File: config.mk
export PLATFORM = sky130hd
export DESIGN_NAME = piccolo_io_frontend
export DESIGN_NICKNAME = d
export VERILOG_FILES = /design/src/rtl/piccolo_io_frontend.sv
export SDC_FILE = /design/constraint.sdc
export NUM_CORES = 1
export LEC_CHECK = 0
export ABC_AREA = 0
export CORE_UTILIZATION = 35
export DETAILED_ROUTE_END_ITERATION = 16
export GPL_ROUTABILITY_DRIVEN = 1
export SETUP_SLACK_MARGIN = 0.4
export SYNTH_ARGS = -nofsm -noshare
export SYNTH_HDL_FRONTEND = slang
export SYNTH_SLANG_ARGS = --single-unit
File: constraint.sdc
create_clock -name clk -period 6.1 [get_ports clk]
set_input_delay 1.22 -clock clk [delete_from_list [all_inputs] [get_ports clk]]
set_output_delay 1.22 -clock clk [all_outputs]
set_load 0.02 [all_outputs]
File: src/rtl/piccolo_io_frontend.sv
`default_nettype none
// ---------------------------------------------------------------------------
// piccolo_io_frontend : word-serial load / run / unload wrapper for Piccolo
// Optional key reuse across frames: define PICCOLO_KEY_REUSE_EN
// Revision 1.0
// ---------------------------------------------------------------------------
module piccolo_io_frontend #(
   parameter int ROUNDS80  = 25,
   parameter int ROUNDS128 = 31
) (
   input  logic         clk,
   input  logic         reset,
   input  logic         version,
   input  logic [0:15]  din,
   input  logic         din_valid,
   output logic         din_ready,
   output logic [0:63]  ct,
   output logic         ct_valid,
   input  logic         ct_ready,
`ifdef PICCOLO_KEY_REUSE_EN
   input  logic         reuse_key,
`endif
   output logic         core_reset,
   output logic         core_version,
   output logic [0:127] core_key,
   output logic [0:63]  core_pt,
   input  logic [0:63]  core_ct
);

   localparam logic [2:0] ST_IDLE     = 3'd0;
   localparam logic [2:0] ST_LOAD_KEY = 3'd1;
   localparam logic [2:0] ST_LOAD_PT  = 3'd2;
   localparam logic [2:0] ST_START    = 3'd3;
   localparam logic [2:0] ST_RUN      = 3'd4;
   localparam logic [2:0] ST_DONE     = 3'd5;

   // Two rounds per clock plus the initial whitening cycle.
   localparam logic [3:0] LAT80  = 4'((ROUNDS80 - 1) / 2);
   localparam logic [3:0] LAT128 = 4'((ROUNDS128 - 1) / 2);

   logic [2:0] state;
   logic [2:0] word_cnt;
   logic [3:0] cnt;
   logic       take;
   logic       key_last;
   logic       pt_last;
   logic [3:0] lat;
   logic       skip_key;
   logic [6:0] key_base;
   logic [5:0] pt_base;

   assign din_ready  = (state == ST_LOAD_KEY) || (state == ST_LOAD_PT);
   assign take       = din_valid & din_ready;
   assign ct_valid   = (state == ST_DONE);
   assign core_reset = (state == ST_START);
   // word_cnt==0 never matches either terminal count, so the stale version is harmless there.
   assign key_last   = core_version ? (word_cnt == 3'd7) : (word_cnt == 3'd4);
   assign pt_last    = (word_cnt == 3'd3);
   assign lat        = core_version ? LAT128 : LAT80;
   assign key_base   = {word_cnt, 4'b0000};
   assign pt_base    = {word_cnt[1:0], 4'b0000};

`ifdef PICCOLO_KEY_REUSE_EN
   logic key_loaded;

   assign skip_key = reuse_key & key_loaded;

   always_ff @(posedge clk) begin
      if (reset) begin
         key_loaded <= 1'b0;
      end else if ((state == ST_LOAD_KEY) && take && key_last) begin
         key_loaded <= 1'b1;
      end
   end
`else
   assign skip_key = 1'b0;
`endif

   always_ff @(posedge clk) begin
      if (reset) begin
         state        <= ST_IDLE;
         word_cnt     <= 3'd0;
         cnt          <= 4'd0;
         ct           <= '0;
         core_key     <= '0;
         core_pt      <= '0;
         core_version <= 1'b0;
      end else begin
         case (state)
            ST_IDLE: begin
               word_cnt <= 3'd0;
               state    <= skip_key ? ST_LOAD_PT : ST_LOAD_KEY;
            end
            ST_LOAD_KEY: begin
               if (take) begin
                  // First word also clears the tail so an 80-bit key leaves [80:127] zero.
                  if (word_cnt == 3'd0) begin
                     core_version <= version;
                     core_key     <= {din, 112'b0};
                  end else begin
                     core_key[key_base +: 16] <= din;
                  end
                  if (key_last) begin
                     word_cnt <= 3'd0;
                     state    <= ST_LOAD_PT;
                  end else begin
                     word_cnt <= word_cnt + 3'd1;
                  end
               end
            end
            ST_LOAD_PT: begin
               if (take) begin
                  core_pt[pt_base +: 16] <= din;
                  if (pt_last) begin
                     word_cnt <= 3'd0;
                     state    <= ST_START;
                  end else begin
                     word_cnt <= word_cnt + 3'd1;
                  end
               end
            end
            ST_START: begin
               cnt   <= 4'd0;
               state <= ST_RUN;
            end
            ST_RUN: begin
               if (cnt == lat) begin
                  ct    <= core_ct;
                  state <= ST_DONE;
               end else begin
                  cnt <= cnt + 4'd1;
               end
            end
            ST_DONE: begin
               if (ct_ready) begin
                  state <= ST_IDLE;
               end
            end
            default: state <= ST_IDLE;
         endcase
      end
   end

endmodule
`default_nettype wire

# Word level (Yosys, flattened, before mapping)
# Index checks and enable logic that the tools add are counted.
[totals]
reg_bits = 267
output_inout_bits = 260
word_cells = 65
[classes]
addsub = 4
eq_ne = 16
shift = 4
mux = 19
bitwise_logic = 3
n_reduce_logical = 12
[op_table]
columns = ["op", "count"]
rows = [
  ["$shift A129 B9 Y128 const A", 1],
  ["$shiftx A129 B9 Y128", 1],
  ["$bwmux W128", 1],
  ["$mux W128", 1],
  ["$shift A65 B8 Y64 const A", 1],
  ["$shiftx A65 B8 Y64", 1],
  ["$bwmux W64", 1],
  ["$mux W3", 10],
  ["$pmux W3 S6", 1],
  ["$eq A3 B3 Y1 const B", 4],
  ["$ne A2 B2 Y1 const B", 6],
  ["$eq A3 B2 Y1 const B", 3],
  ["$neg A8 Y9", 1],
  ["$pmux W3 S3", 1],
  ["$neg A7 Y8", 1],
  ["$not A7 Y8", 1],
  ["$pmux W4 S2", 1],
  ["$reduce_and A2 Y1", 4],
  ["$not A6 Y7", 1],
  ["$logic_not A3 Y1", 2],
  ["$reduce_and A3 Y1", 2],
  ["$reduce_and A6 Y1", 1],
  ["$add A4 B1 Y4 const B", 1],
  ["$eq A4 B4 Y1", 1],
  ["10 further kinds", 10],
]

# Depth between registers and ports, before layout
# Gate-level depths: netlist of run 1.
[logic_depth]
depth_word = 5
mapped_depth = 9
depth_no_buf = 6

# Worst setup path after synthesis of run 1
# Ideal clock, no wire load.
[synth_path]
kind = "input -> register"
startpoint = "input din_valid"
endpoint = "register core_key[100] in the netlist's numbering"
setup_time_ps = 72
t_arrival_ps = 2536
required_time_ps = 6028
slack_ps = 3492
path_stages = 7
n_path_buf = 3
path_cell_list = "buf_2 -> nand3b_2 -> or3_1 -> buf_6 -> o41ai_4 -> buf_8 -> mux2i_1"
[synth_via]
elab_chain_cells = 2
[synth_rtl]
columns = ["element", "line_no", "rtl"]
rows = [
  ["start, declared", "15", "input logic din_valid,"],
  ["$and A1 B1 Y1", "53", "assign take = din_valid & din_ready;"],
  ["$reduce_and A2 Y1 (no source line)", "n/a", ""],
  ["end signal, assigned", "99", "core_key <= {din, 112'b0};"],
  ["end signal, assigned by index", "101", "core_key[key_base +: 16] <= din;"],
  ["end, declared", "25", "output logic [0:127] core_key,"],
]
# Every way passes these cells.
# A chain may end at the register's enable or synchronous reset.

# Worst setup path in the final report of run 1
[layout_path]
startpoint = "register state[0]"
endpoint = "output core_reset"
[layout_via]
elab_chain_cells = 1
[layout_rtl]
columns = ["element", "line_no", "rtl"]
rows = [
  ["start, declared", "41", "logic [2:0] state;"],
  ["start signal, assigned", "92", "state <= skip_key ? ST_LOAD_PT : ST_LOAD_KEY;"],
  ["$eq A3 B2 Y1", "55", "assign core_reset = (state == ST_START);"],
  ["end, declared", "23", "output logic core_reset,"],
]
# Every way passes these cells.

==> metrics.yaml, run 1 <==
clock_tree:
  cts-buffers-inserted: 30
  ctsResizeCount: 0
  cts_root_buf: "clkbuf_16"
  clkTransAtPathRegs_ns: 0.06
  cts_setup_buffers: 0
  hold_buffers: 0
  cts_sinks: 267
  h-tree-depth: 1
  clock_path_buffers: 3
  cts_tree: "built"
  insertion_delay_ns: 0.55
logic_synthesis:
  synth_enable_flop_cells: 0
  seq_area_frac_synth: 0.509
  netlist_area_mm2: 0.0105
  ys_ff_latch: 267
  yosys-top-cells-area: "dfxtp_1 (51%), nand2_1 (8.4%), a21oi_1 (7.2%), nand3_1 (5.5%), mux2i_1 (4.8%)"
  synth_top_area_cell: "dfxtp_1"
  synthArstFlopShare: 0
  synth_top_flop_cell: "dfxtp_1"
  synth.distinct_cells: 57
  yosysMostFrequentCell: "dfxtp_1"
  syn_avg_cell_area_um2: 8.49
  synth_top_area_share: 0.509
  synthTopCellsByCount: "dfxtp_1 (267), nand2_1 (234), a21oi_1 (151)"
  synth_cells: 1236
  ys.warnings.count: 0
  synthesis.nets: 1330
place:
  dp_worst_setup_slack_ns: 2.23
  hpwl_um: 23100
  gp_congestion: 0.783
  port_buffers: 344
pwr:
  p_int_mw: 2.96
  pwr-share-seq: 0.456
  cellPowerDensity_mw_per_mm2: 257
  leakagePower_nw: 5.00
  irDropWorstVdd_mv: 0.235
  p_clk_frac: 0.486
  swShare: 0.231
  pwr-share-comb: 0.058
  switchingPower_uw: 891
global_routing:
  overflow: 0
  grt_pass1_vias: 8914
  antenna_found_initial: 1
  grt_pass1_wl_um: 54600
  grt_usage: 0.229
  grt_max_degree: 108
cells_and_area:
  drive_above_1_share: 0.0498
  fillers: 2889
  area_growth_pct: 43.1
  fin_util: 0.508
  nets: 1596
sta:
  worst_pin_slew_ns: 1.17
  min_period_ns: 3.47
  tns_ns: 0
  period_share: 0.568
  setup_viol: 0
  rsz0062_at_grt: "no"
  skew_ns: 0.00988
  slew_headroom: 0.218
  maxSlewViolCount: 0
  finalHoldViolCount: 0
  worst_slack_ns: 2.63
  max_freq_mhz: 289
setup_path:
  cp-start-kind: "flip-flop"
  cp.arrival_ns: 2.25
  crit_required_ns: 4.88
  crit_path_cell_trace: "and3b_1 -> clkdlybuf4s50_1"
  crit_fanout: 15
  cpPeakStageDelay_ns: 0.68
  crit_family: "buffers and inverters"
  cpMaxStageDelayCell: "clkdlybuf4s50_1"
  worst-setup-path-type: "flip-flop to output port"
  end_kind: "output port"
  r2r_slack_ns: 3.03
  crit_buf_inv: 1
floorplanning:
  io_pins: 345
  die_w_um: 175
  coreArea_mm2: 0.0296
  start_util: 0.355
  die_h_um: 175
  dieArea_mm2: 0.0307
  row_count: 63
flow_run:
  maxCapViolCount: 0
drt:
  vias: 9687
  ant_nets: 0
  finalWirelength_um: 36300
  drt_iter0_markers: 767
  drtPass1Iterations: 5
  wl_per_cell_um: 18.9
  vias_per_cell: 5.06
  drc: 0
hold_path:
  hold_path.class: "flip-flop to flip-flop"
run_status:
  status: "completed"
## layer usage
metal | track usage | vias up | routed length [um]
met5 | 0 | - | 0
met3 | 0.0474 | 52 | 2630
li1 | - | 4710 | -
met1 | 0.317 | 4617 | 16200
met2 | 0.359 | 308 | 16600
met4 | 0.0601 | 0 | 763
## power by group through the flow
| stage | Combinational, mW | Sequential, mW | Clock (mW) |
|---|---|---|---|
| global route | 0.238 | 1.76 | 1.98 |
| finish | 0.225 | 1.76 | 1.87 |
| floorplan | 0.104 | 1.80 | 0 |
| detailed placement | 0.224 | 1.80 | 0 |
| CTS | 0.225 | 1.76 | 1.91 |
| global placement | 0.224 | 1.80 | 0 |
## cells by family after synthesis
| family | Yosys count | share of synthesized area |
|---|---|---|
| simple gates | 529 | 0.237 |
| flops | 267 | 0.509 |
| compound gates | 236 | 0.132 |
| buf+inv | 144 | 0.0619 |
| mux | 50 | 0.0477 |
| fa+ha+maj | 9 | 0.0107 |
| xor+xnor | 1 | 0.000835 |
## registers in the layout (all words and copies together) (netlist names)
register / cells
core_version: 1
cnt: 4
core_key: 128
word_cnt: 3
state: 3
ct: 64
core_pt: 64
## worst paths after layout
path,from,endpoint,depth (start not counted)
worst max register to register,word_cnt[1],core_key[105],7
worst max-delay path,state[0],core_reset,2
worst min register to register,core_pt[4],core_pt[4],2
worst min-delay path,core_pt[4],core_pt[4],2
## stage by stage
step	hold WS [ns]	cell area (um2)	total power, mW	cells
after global placement	0.438	14000	2.02	1860
after floorplan	0.457	10500	1.90	1236
after detailed placement	0.445	14000	2.02	1860
after global routing	0.468	15000	3.98	1916
after CTS	0.452	15000	3.89	1915
final	0.451	15000	3.85	1916
## worst min-delay path: stages, from the launching register on
cell     delay (ns)
dfxtp_1        0.31
nand2_1        0.05
a21oi_1        0.05
## cell type report
class | instances | area, um2 | share of cell area
diodes | 1 | 2.50 | 0.000167
clock buffers | 41 | 873 | 0.0582
clock inverters | 14 | 156 | 0.0104
inverters | 26 | 97.6 | 0.00650
multi-input cells | 825 | 4550 | 0.303
flip-flops and latches | 267 | 5350 | 0.356
well taps | 390 | 488 | 0.0325
repair buffers | 352 | 3510 | 0.234
## layout by cell type, fill, tap and decap left out, types with 5 or more instances in the layout
| master | synthesis | final |
|---|---|---|
| a21oi_1 | 151 | 151 |
| a32oi_1 | 16 | 16 |
| and2_1 | 22 | 22 |
| buf_4 | 4 | 8 |
| clkbuf_16 | 0 | 31 |
| clkbuf_8 | 0 | 7 |
| clkdlybuf4s50_1 | 0 | 343 |
| clkinv_2 | 0 | 7 |
| dfxtp_1 | 267 | 267 |
| ha_1 | 9 | 9 |
| inv_1 | 25 | 25 |
| mux2i_1 | 50 | 50 |
| nand2_1 | 234 | 234 |
| nand2b_1 | 50 | 50 |
| nand3_1 | 115 | 115 |
| nand4_1 | 17 | 17 |
| nor2_1 | 58 | 56 |
| nor3_1 | 6 | 5 |
| o21ai_0 | 36 | 36 |
| o32ai_1 | 16 | 16 |
No activity file was read; power rests on OpenSTA's default activity.
==> inputs of run 2 (changes only) <==
==> constraint.sdc (replaced) <==
create_clock -name clk -period 3.4 [get_ports clk]
set_input_delay 0.68 -clock clk [delete_from_list [all_inputs] [get_ports clk]]
set_output_delay 0.68 -clock clk [all_outputs]
set_load 0.02 [all_outputs]
==> metrics.yaml, run 2 (synthesis gave the netlist of run 1 again) <==
global_routing:
  grt_pass1_wl_um: 54200  # was 54600 um
  grt_max_degree: 96  # was 108
  grt_pass1_vias: 9007  # was 8914
  antenna_found_initial: 1  # unchanged
  grt_usage: 0.227  # was 0.229
  overflow: 0  # unchanged
cells_and_area:
  regMostFlops: "core_key"  # unchanged
  drive_above_1_share: 0.0485  # was 0.0498
  mostFrequentLayoutCells: "clkdlybuf4s50_1 (343), dfxtp_1 (266), nand2_1 (234), a21oi_1 (151), nand3_1 (115)"  # was clkdlybuf4s50_1 (343), dfxtp_1 (267), nand2_1 (234), a21oi_1 (151), nand3_1 (115)
  reg.largest.list: "core_key: 128 flops, core_pt: 64 flops, ct: 64 flops"  # unchanged
  area_growth_pct: 42.1  # was 43.1%
  multi_input_area_mm2: 0.00455  # unchanged
  largest_reg_flops: 128  # unchanged
  fillers: 2833  # was 2889
  layout_commonest_cell: "clkdlybuf4s50_1"  # unchanged
  seq_area_mm2: 0.00535  # about the same
  nets: 1602  # was 1596
  instances_no_fill: 1918  # was 1916
floorplanning:
  row_count: 63  # unchanged
  die_h_um: 175  # unchanged
  start_util: 0.355  # unchanged
  io_pins: 345  # unchanged
  dieArea_mm2: 0.0307  # unchanged
  coreArea_mm2: 0.0296  # unchanged
  die_w_um: 175  # unchanged
setup_path:
  r2r_slack_ns: 0.73  # was 3.03 ns
  worst-setup-path-type: "flip-flop to output port"  # unchanged
  cp.arrival_ns: 2.18  # was 2.25 ns
  crit_buf_inv: 1  # unchanged
  crit_required_ns: 2.72  # was 4.88 ns
  cpMaxStageDelayCell: "clkdlybuf4s50_1"  # unchanged
  crit_path_cell_trace: "and3b_1 -> clkdlybuf4s50_1"  # unchanged
  cpPeakStageDelay_ns: 0.69  # was 0.68 ns
  startpoint: "state[1]"  # was state[0]
  r2r-start: "word_cnt[1]"  # unchanged
  crit_family: "buffers and inverters"  # unchanged
  crit_fanout: 15  # unchanged
  end_kind: "output port"  # unchanged
  cp-start-kind: "flip-flop"  # unchanged
drt:
  drtPass1Iterations: 7  # was 5
  drc: 0  # unchanged
  wl_per_cell_um: 18.9  # about the same
  vias_per_cell: 5.02  # was 5.06
  ant_nets: 0  # unchanged
  drt_iter0_markers: 917  # was 767
  vias: 9630  # was 9687
  finalWirelength_um: 36200  # was 36300 um
clock_tree:
  cts_root_buf: "clkbuf_16"  # unchanged
  clock_path_buffers: 3  # unchanged
  cts_setup_buffers: 0  # unchanged
  insertion_delay_ns: 0.54  # was 0.55 ns
  cts_tree: "built"  # unchanged
  cts_sinks: 267  # unchanged
  clkTransAtPathRegs_ns: 0.06  # about the same
  cts-buffers-inserted: 29  # was 30
  h-tree-depth: 1  # unchanged
pwr:
  leakagePower_nw: 4.97  # was 5.00 nW
  irDropWorstVdd_mv: 0.276  # was 0.235 mV
  pwr-share-seq: 0.484  # was 0.456
  swShare: 0.232  # was 0.231
  p_int_mw: 5.00  # was 2.96 mW
  p_clk_frac: 0.453  # was 0.486
  switchingPower_mw: 1.51  # was 891 uW
  pwr-share-comb: 0.063  # was 0.058
  cellPowerDensity_mw_per_mm2: 437  # was 257 mW/mm2
place:
  port_buffers: 344  # unchanged
  gp_congestion: 0.804  # was 0.783
  place_inst: 1867  # was 1860
  dp_worst_setup_slack_ns: 0.562  # was 2.23 ns
  hpwl_um: 23200  # was 23100 um
sta:
  period_share: 0.842
  max_freq_mhz: 349
  maxSlewViolCount: 0  # unchanged
  worst_pin_slew_ns: 1.16  # was 1.17 ns
  skew_ns: 0.0142  # was 0.00988 ns
  worst_slack_ns: 0.537  # was 2.63 ns
  tns_ns: 0  # unchanged
  finalHoldViolCount: 0  # unchanged
  slew_headroom: 0.225  # was 0.218
  min_period_ns: 2.86
  rsz0062_at_grt: "no"  # unchanged
  setup_viol: 0  # unchanged
flow_run:
  maxCapViolCount: 0  # unchanged
run_status:
  status: "completed"  # unchanged
hold_path:
  hold_path.class: "flip-flop to flip-flop"  # unchanged
  hold_start: "core_pt[48]"  # was core_pt[4]
-- run 2: cell count changes in the layout (fill, tap and decap cells not counted), sizes merged --
cell | before | now
bufinv | 3 | 1
buf | 8 | 15
inv | 27 | 26
clkinvlp | 3 | 1
-- run 2: repair_timing --
item                                    CTS  global route
resized for setup                         0             1
endpoints found under the hold margin     0             0
hold buffers                              0             0
endpoints found under the setup margin    0             1
-- run 2: worst register-to-register path, cell delays in order (launching register included) --
cell and delay, ns:
dfxtp_1 0.66, inv_1 0.21, ha_1 0.35, nor3_1 0.42, and3_1 0.68, nand3_1 0.14
o21ai_0 0.12
-- run 2: path summary, 6_finish.rpt --
| path | end | cells past startpoint |
|---|---|---|
| hold / removal | core_pt[48] | 2 |
| hold reg to reg | core_pt[48] | 2 |
| setup / recovery | core_reset | 2 |
| setup reg to reg | core_key[57] | 6 |
-- run 2: layout make-up --
class                           count  area share
Sequential cell                   267       0.358
Tap cell                          390      0.0327
Timing Repair Buffer              359       0.239
Clock buffer                       41      0.0537
Inverter                           26     0.00654
Clock inverter                      9     0.00487
Multi-Input combinational cell    825       0.305
Antenna cell                        1    0.000168
-- run 2: layer usage --
layer	track usage	share of wire
met4	0.0609	0.026
met1	0.312	0.45
met2	0.358	0.45
met5	0	0
met3	0.0455	0.076
-- run 2: power by group through the flow --
| stage | combinational [mW] | sequential, mW | clock, mW |
|---|---|---|---|
| after floorplan | 0.187 | 3.23 | 0 |
| after CTS | 0.407 | 3.15 | 3.03 |
| after global placement | 0.405 | 3.22 | 0 |
| final | 0.408 | 3.15 | 2.95 |
| after detailed placement | 0.406 | 3.22 | 0 |
| after global routing | 0.429 | 3.15 | 3.15 |
-- run 2: metrics by stage --
step	hold WS [ns]	utilization	instance area, um2	power (mW)
final	0.450	0.505	14900	6.51
after global routing	0.467	0.505	14900	6.73
after CTS	0.452	0.504	14900	6.59
after detailed placement	0.444	0.475	14000	3.63
after global placement	0.439	0.475	14000	3.63
after floorplan	0.457	-	10500	3.41
==> inputs of run 3 (changes only) <==
--- a/config.mk
+++ b/config.mk
@@ -9,6 +9,7 @@
 export CORE_UTILIZATION = 35
 export DETAILED_ROUTE_END_ITERATION = 16
 export GPL_ROUTABILITY_DRIVEN = 1
+export PLACE_DENSITY = 0.66
 export SETUP_SLACK_MARGIN = 0.4
 export SYNTH_ARGS = -nofsm -noshare
 export SYNTH_HDL_FRONTEND = slang
==> constraint.sdc (replaced) <==
create_clock -name clk -period 2.6 [get_ports clk]
set_input_delay 0.52 -clock clk [delete_from_list [all_inputs] [get_ports clk]]
set_output_delay 0.52 -clock clk [all_outputs]
set_load 0.02 [all_outputs]
==> metrics.yaml, run 3 (synthesis gave the netlist of run 1 again) <==
cells_and_area:
  n_antenna_cell: 0  # was 1
  mostFrequentLayoutCells: "clkdlybuf4s50_1 (339), dfxtp_1 (265), nand2_1 (234), a21oi_1 (151), nand3_1 (115)"  # was clkdlybuf4s50_1 (343), dfxtp_1 (266), nand2_1 (234), a21oi_1 (151), nand3_1 (115)
  nets: 1637  # was 1602
  largest_reg_flops: 128  # unchanged
  area_growth_pct: 47.5  # was 42.1%
  regMostFlops: "core_key"  # unchanged
  fillers: 2707  # was 2833
  layout_commonest_cell: "clkdlybuf4s50_1"  # unchanged
  reg.largest.list: "core_key: 128 flops, core_pt: 64 flops, ct: 64 flops"  # unchanged
  fin_util: 0.524  # was 0.505
  drive_above_1_share: 0.0754  # was 0.0485
  instances_no_fill: 1954  # was 1918
place:
  place_inst: 1901  # was 1867
  gp_congestion: 0.849  # was 0.804
  hpwl_um: 23900  # was 23200 um
  port_buffers: 344  # unchanged
global_routing:
  grt_pass1_vias: 9274  # was 9007
  grt_usage: 0.228  # was 0.227
  grt_pass1_wl_um: 54900  # was 54200 um
  overflow: 0  # unchanged
  grt_max_degree: 131  # was 96
  antenna_found_initial: 0  # was 1
pwr:
  p_clk_frac: 0.503  # was 0.453
  pwr-share-seq: 0.436  # was 0.484
  irDropWorstVdd_mv: 0.508  # was 0.276 mV
  pwr-share-comb: 0.061  # was 0.063
  leakagePower_nw: 5.27  # was 4.97 nW
  cellPowerDensity_mw_per_mm2: 610  # was 437 mW/mm2
  swShare: 0.215  # was 0.232
  switchingPower_mw: 2.03  # was 1.51 mW
  p_int_mw: 7.42  # was 5.00 mW
  power_mw: 9.45  # was 6.51 mW
sta:
  slew_headroom: 0.493  # was 0.225
  skew_ns: 0.0101  # was 0.0142 ns
  worst_pin_slew_ns: 0.761  # was 1.16 ns
  finalHoldViolCount: 0  # unchanged
  min_period_ns: 2.15
  max_freq_mhz: 465
  tns_ns: 0  # unchanged
  rsz0062_at_grt: "no"  # unchanged
  maxSlewViolCount: 0  # unchanged
  period_share: 0.826
  setup_viol: 0  # unchanged
setup_path:
  crit_required_ns: 2.08  # was 2.72 ns
  end_kind: "output port"  # unchanged
  worst-setup-path-type: "flip-flop to output port"  # unchanged
  cpMaxStageDelayCell: "dfxtp_4"  # was clkdlybuf4s50_1
  cp.arrival_ns: 1.63  # was 2.18 ns
  crit_fanout: 15  # unchanged
  cpPeakStageDelay_ns: 0.43  # was 0.69 ns
  crit_path_cell_trace: "inv_1 -> and3_1 -> clkdlybuf4s15_1"  # was and3b_1 -> clkdlybuf4s50_1
  cp-start-kind: "flip-flop"  # unchanged
drt:
  drt_iter0_markers: 978  # was 917
  drtPass1Iterations: 7  # unchanged
  drc: 0  # unchanged
  vias: 9873  # was 9630
  wl_per_cell_um: 18.5  # was 18.9 um
  ant_nets: 0  # unchanged
  finalWirelength_um: 36100  # was 36200 um
  vias_per_cell: 5.05  # was 5.02
flow_run:
  maxCapViolCount: 0  # unchanged
clock_tree:
  cts_tree: "built"  # unchanged
  clock_path_buffers: 3  # unchanged
  clkTransAtPathRegs_ns: 0.06  # about the same
  cts-buffers-inserted: 30  # was 29
  insertion_delay_ns: 0.55  # was 0.54 ns
  cts_sinks: 267  # unchanged
  cts_root_buf: "clkbuf_16"  # unchanged
  cts_setup_buffers: 0  # unchanged
  h-tree-depth: 1  # unchanged
floorplanning:
  die_h_um: 175  # unchanged
  io_pins: 345  # unchanged
  start_util: 0.355  # unchanged
  dieArea_mm2: 0.0307  # unchanged
  die_w_um: 175  # unchanged
  coreArea_mm2: 0.0296  # unchanged
  row_count: 63  # unchanged
hold_path:
  hold_path.class: "primary input to flip-flop"  # was flip-flop to flip-flop
run_status:
  status: "completed"  # unchanged
==> run 3: changes by cell type in the layout (fill, tap and decap cells not counted), sizes merged, moves of 3 or more <==
| cell | change |
|---|---|
| buf | +34 |
| bufinv | +7 |
| clkinv | -5 |
| clkdlybuf4s50 | -4 |
| clkdlybuf4s15 | +3 |
==> run 3: final timing paths <==
path / cells after the start / start / to / slack, ns
hold reg to reg: 2 / core_key[69] / core_key[69] / 0.45
setup / recovery: 3 / state[1] / ct_valid / 0.45
setup reg to reg: 7 / word_cnt[1] / core_key[110] / 0.62
hold / removal: 2 / reset / core_key[1] / 0.27
==> run 3: cell type report <==
cell class              count  area [um2]  share of cell area
repair buffers            393        3880               0.251
multi-input cells         825        4550               0.294
clock inverters            11         258              0.0166
flip-flops and latches    267        5350               0.346
inverters                  26        97.6             0.00630
clock buffers              42         857              0.0553
well taps                 390         488              0.0315
==> run 3: routing by layer <==
layer,global-route usage,share of wire,vias up
met5,0,0,-
met4,0.0750,0.029,0
met3,0.0450,0.084,68
met2,0.367,0.46,384
met1,0.303,0.43,4633
li1,-,-,4788
==> run 3: through the flow <==
stage	hold WS, ns	cell area, um2	setup slack, ns
global route	0.267	15500	0.403
finish	0.272	15500	0.452
CTS	0.258	15500	0.346
detailed placement	0.443	14400	0.134
global placement	0.439	14400	0.225
floorplan	0.457	10500	0.586
==> run 3: worst max-delay path: cells and delay by family, from the launching register on <==
kind / cells / cell delay [ns]
flops: 1 / 0.43
simple gates: 1 / 0.19
buf+inv: 2 / 0.46
==> run 3: what timing repair did <==
item                       4_1_cts  5_1_grt
setup endpoints to repair        4       38
hold buffers                     0        0
gates resized for setup         10        6
pin swaps                        0        0
==> run 3: power by group through the flow <==
stage          combinational [mW]  sequential, mW  clock, mW
2_1_floorplan               0.244            4.22          0
3_3_place_gp                0.567            4.21          0
3_5_place_dp                0.569            4.21          0
4_1_cts                     0.571            4.12       4.84
5_1_grt                     0.607            4.12       5.02
6_report                    0.575            4.12       4.76
